<file path="src/rtl/rca_to_sev.sv">
// ----------------------------------------------------------------------------
// rca_to_sev
//
// Adds two 4-bit unsigned operands with an explicit ripple-carry chain, splits
// the 5-bit result (0..30) into BCD tens/units digits, registers sum and
// digits, and decodes each registered digit into an active-low seven-segment
// pattern for a two-digit display.
//
// Ports:
//   clk    in   1  rising-edge system clock
//   rst_n  in   1  asynchronous active-low reset
//   a      in   4  unsigned operand A
//   b      in   4  unsigned operand B
//   seg1   out  4  registered BCD tens digit of a+b (0..3)
//   seg2   out  4  registered BCD units digit of a+b (0..9)
//   sum    out  5  registered binary sum a+b, bit 4 = final carry-out
//   hex1   out  7  active-low segments for seg1, {g,f,e,d,c,b,a}
//   hex2   out  7  active-low segments for seg2, {g,f,e,d,c,b,a}
// ----------------------------------------------------------------------------
module rca_to_sev (
    input  logic       clk,
    input  logic       rst_n,
    input  logic [3:0] a,
    input  logic [3:0] b,
    output logic [3:0] seg1,
    output logic [3:0] seg2,
    output logic [4:0] sum,
    output logic [6:0] hex1,
    output logic [6:0] hex2
);

    // ------------------------------------------------------------------------
    // Ripple-carry adder: four chained full adders, carry-in tied low.
    // ------------------------------------------------------------------------
    logic [4:0] w_c;
    logic [3:0] w_s;
    logic [4:0] w_sum;

    assign w_c[0] = 1'b0;

    for (genvar i = 0; i < 4; i++) begin : g_fa
        assign w_s[i]   = a[i] ^ b[i] ^ w_c[i];
        assign w_c[i+1] = (a[i] & b[i]) | (w_c[i] & (a[i] ^ b[i]));
    end

    assign w_sum = {w_c[4], w_s};

    // ------------------------------------------------------------------------
    // Binary to BCD split. The sum never exceeds 30, so a three-threshold
    // compare is enough; the units subtraction always lands in 0..9.
    // ------------------------------------------------------------------------
    logic [3:0] w_tens;
    logic [3:0] w_units;

    always_comb begin
        w_tens  = 4'd0;
        w_units = w_sum[3:0];
        if (w_sum >= 5'd30) begin
            w_tens  = 4'd3;
            w_units = 4'(w_sum - 5'd30);
        end else if (w_sum >= 5'd20) begin
            w_tens  = 4'd2;
            w_units = 4'(w_sum - 5'd20);
        end else if (w_sum >= 5'd10) begin
            w_tens  = 4'd1;
            w_units = 4'(w_sum - 5'd10);
        end
    end

    // ------------------------------------------------------------------------
    // Output registers: load every cycle, no enable.
    // ------------------------------------------------------------------------
    logic [4:0] r_sum;
    logic [3:0] r_seg1;
    logic [3:0] r_seg2;

    always_ff @(posedge clk or negedge rst_n) begin
        if (!rst_n) begin
            r_sum  <= 5'd0;
            r_seg1 <= 4'd0;
            r_seg2 <= 4'd0;
        end else begin
            r_sum  <= w_sum;
            r_seg1 <= w_tens;
            r_seg2 <= w_units;
        end
    end

    // ------------------------------------------------------------------------
    // Seven-segment decode, active low, {g,f,e,d,c,b,a}. Codes 10..15 cannot
    // occur but decode to blank so the outputs are always fully defined.
    // ------------------------------------------------------------------------
    function automatic logic [6:0] seg7_decode(input logic [3:0] digit);
        logic [6:0] pat;
        pat = 7'b1111111;
        case (digit)
            4'd0:    pat = 7'b1000000;
            4'd1:    pat = 7'b1111001;
            4'd2:    pat = 7'b0100100;
            4'd3:    pat = 7'b0110000;
            4'd4:    pat = 7'b0011001;
            4'd5:    pat = 7'b0010010;
            4'd6:    pat = 7'b0000010;
            4'd7:    pat = 7'b1111000;
            4'd8:    pat = 7'b0000000;
            4'd9:    pat = 7'b0010000;
            default: pat = 7'b1111111;
        endcase
        return pat;
    endfunction

    logic [6:0] w_hex1;
    logic [6:0] w_hex2;

    always_comb begin
        w_hex1 = seg7_decode(r_seg1);
        w_hex2 = seg7_decode(r_seg2);
    end

    assign sum  = r_sum;
    assign seg1 = r_seg1;
    assign seg2 = r_seg2;
    assign hex1 = w_hex1;
    assign hex2 = w_hex2;

endmodule

</file>
<file path="config.mk">
export PLATFORM = sky130hd
export DESIGN_NAME = rca_to_sev
export DESIGN_NICKNAME = d
export VERILOG_FILES = /design/src/rtl/rca_to_sev.sv
export SDC_FILE = /design/constraint.sdc
export NUM_CORES = 1
export LEC_CHECK = 0
export ABC_AREA = 0
export CORE_MARGIN = 2
export CORE_UTILIZATION = 40
export DETAILED_ROUTE_END_ITERATION = 8
export HOLD_SLACK_MARGIN = 0.1
export PLACE_DENSITY = 0.77
export SYNTH_ARGS = -nofsm -noshare
export SYNTH_HDL_FRONTEND = slang
export SYNTH_SLANG_ARGS = --single-unit
</file>
<file path="constraint.sdc">
create_clock -name clk -period 2.4 [get_ports clk]
set_clock_uncertainty 0.2 [all_clocks]
set_input_delay 0.24 -clock clk [delete_from_list [all_inputs] [get_ports clk]]
set_output_delay 0.24 -clock clk [all_outputs]
set_load 0.05 [all_outputs]
</file>
==> impl_metrics.py <==
metrics = {
    "cts": {
        "cts_tree": "yes",
        "htreeDepth": 1,
        "clk_path_buf_depth": 2,
        "cts_buffers": 3,
        "cts_root_buf": "clkbuf_4",
        "clk_pin_slew_ns": 0.07,
        "cts.sinks": 10,
    },
    "global_route": {
        "grt_max_degree": 14,
        "grt_pass1_wl_um": 3290,
        "grt_pass1_vias": 788,
        "track_usage_pct": 16.7,
        "antenna_found_initial": 0,
        "grt-ovfl-total": 0,
    },
    "detailed_routing": {
        "wl_per_cell_um": 11.6,
        "dr.pass1.iters": 4,
        "antenna_left": 0,
        "drc": 0,
        "dr_total_vias": 804,
        "vias_per_cell": 4.65,
        "wl_um": 2000,
        "drt_iter0_drc": 7,
    },
    "job": {
        "max-cap-violations": 0,
    },
    "worst_setup_path": {
        "critPathLaunchType": "primary input",
        "endpoint_kind": "flip-flop",
        "path_class": "in2reg",
        "cp.required_ns": 2.35,
        "crit_fanout": 3,
        "cp.arrival_ns": 2.43,
    },
    "floorplan": {
        "io_pins": 37,
        "die_h_um": 51.0,
        "initial_core_util_pct": 41.1,
        "fp.dieArea_um2": 2600,
        "die_w_um": 51.0,
        "core_um2": 2150,
        "num_rows": 17,
    },
    "finish": {
        "nFillCells": 187,
        "seq_area_um2": 250,
        "drive_gt1_share_pct": 33.8,
        "diodes": 0,
        "final_nets": 170,
        "syn2layout_area_growth_pct": 57.0,
        "instances_no_fill": 173,
        "multi_input_area_um2": 577,
    },
    "power_and_ir_drop": {
        "p_comb_share_pct": 73.5,
        "p_sw_share_pct": 55.5,
        "leakage_nw": 0.676,
        "power.share.clock_pct": 9.8,
        "power.internal_uw": 703,
        "max-vdd-ir-drop_mv": 0.606,
        "seqPwrFrac_pct": 16.7,
        "power_density_nw_per_um2": 1140,
        "p_sw_uw": 876,
    },
    "yosys": {
        "synth-async-reset-ratio_pct": 100,
        "synth_area_um2": 882,
        "yosysSeqAreaShare_pct": 28.4,
        "synth_area_leaders": "dfrtp_1, ha_1, a21oi_1, inv_1, fa_1",
        "ys_warn_count": 0,
        "synthDistinctLibCells": 25,
        "syn_inst": 98,
        "synth-seq-cells": 10,
        "syn_avg_cell_area_um2": 9.00,
        "synth-edff-count": 0,
        "synthFlopType": "dfrtp_1",
        "synth.top_cell.area_share_pct": 28.4,
        "yosys.area.top_type": "dfrtp_1",
    },
    "timing": {
        "maxSlewHeadroom_pct": 66.5,
        "fin_crit_sh_pct": 103,
        "finalSetupViolCount": 3,
        "hold_viol_final": 0,
        "rsz0062_at_grt": "true",
        "final_max_slew_viol_count": 0,
        "timing.fmax_mhz": 404,
        "tns_ns": -0.132,
        "setup_ws_ns": -0.0772,
        "period_needed_ns": 2.48,
        "worst_pin_slew_ns": 0.501,
    },
    "placed_design": {
        "post-dp-hpwl_um": 1640,
        "port-buffer-count": 33,
        "dp_cells": 166,
        "gp_congestion": 0.836,
    },
    "outcome": {
        "violations": "negative setup slack",
        "outcome": "finished with violations",
    },
    "min_path": {
        "whs_path_depth": 5,
        "worstHoldStart": "a[0]",
        "whs_endpoint": "seg2[3]",
        "holdCritPathClass": "in2reg",
    },
}
power by group through the flow:
stage	registers [mW]	clock network [mW]	logic, mW
final	0.264	0.155	1.16
after global routing	0.271	0.166	1.23
after CTS	0.263	0.160	1.16
after detailed placement	0.266	0	1.15
after global placement	0.263	0	1.13
after floorplan	0.385	0	0.685
layout by cell type, fill, tap and decap left out, types with 3 or more instances in the layout:
cell	synthesis	routed
a21oi_1	13	11
buf_4	6	20
clkbuf_4	0	3
clkdlybuf4s50_1	0	22
conb_1	1	3
dfrtp_1	10	10
fa_2	0	3
ha_1	11	9
inv_1	17	11
inv_2	0	6
mux2i_1	4	4
nand2b_1	4	4
nor2_1	11	11
worst max-delay path by stage:
stage          start  endpoint  slack (ns)
5_1_grt         b[0]   seg2[2]       -0.14
4_1_cts         b[0]   seg2[2]       -0.09
3_3_place_gp    a[0]   seg2[2]       -0.76
6_report        b[0]   seg2[2]       -0.08
3_5_place_dp    a[0]   seg2[2]       -0.82
2_1_floorplan   a[0]   seg2[2]       -0.29
metrics by stage:
step / utilization, % / hold slack (ns) / power [mW] / instance area [um2] / setup WS, ns
3_5_place_dp: 61.7 / 0.392 / 1.42 / 1330 / -0.817
6_report: 64.5 / 0.355 / 1.58 / 1390 / -0.0772
2_1_floorplan: - / -0.256 / 1.07 / 937 / -0.294
4_1_cts: 64.7 / 0.340 / 1.58 / 1390 / -0.0891
5_1_grt: 64.5 / 0.377 / 1.66 / 1390 / -0.138
3_3_place_gp: 61.7 / 0.375 / 1.39 / 1330 / -0.757
sequential cells by signal, indices dropped and copies added (netlist names):
signal / flops
sum: 4
seg2: 4
seg1: 2
logic make-up (layout without fill, tap and decap cells):
family          count (synthesis)  after routing  share of synthesized area, %
fa+ha+maj                      14             14                          22.4
compound gates                 18             18                          12.9
simple gates                   26             26                          17.4
mux                             4              4                          4.54
other cells                     1              3                         0.425
flops                          10             10                          28.4
xor+xnor                        1              1                         0.993
buf+inv                        24             69                          12.9
cell type report:
cell class | count | share of cell area (%)
inverters | 17 | 4.61
flip-flops and latches | 10 | 18.1
repair buffers | 48 | 30.5
well taps | 28 | 2.53
multi-input cells | 66 | 41.6
clock buffers | 4 | 2.62
routing by layer:
metal | global-route usage (%) | up-vias | part of all wire [%]
met5 | 0 | - | 0
met4 | 8.11 | 0 | 0.85
met3 | 0 | 2 | 3.8
met2 | 35.3 | 26 | 58
met1 | 16.2 | 379 | 37
li1 | - | 397 | -
cell usage after synthesis, drive strengths merged (2+ instances only):
library cell and number:
buf 7, fa 3, or2 2, a21oi 13, ha 11, a31oi 3, inv 17, mux2i 4
dfrtp 10, nand2b 5, nor2 12, nor2b 3
what timing repair did:
action,4_1_cts,5_1_grt
buffers inserted,1,0
endpoints found under the hold margin,11,0
gates cloned,0,0
endpoints found under the setup margin,5,4
hold buffers,2,0
resized for setup,15,4
pin swaps,6,5
critical path, stage by stage:
cell	delay [ns]
buf_6	0.07
ha_4	0.11
inv_2	0.03
fa_2	0.33
inv_2	0.07
fa_2	0.19
inv_2	0.04
fa_2	0.54
inv_2	0.05
ha_4	0.14
nor3b_4	0.15
nor2_4	0.14
mux2i_1	0.22
mux2i_1	0.09
Note: power is estimated with default switching activity, not from simulation.
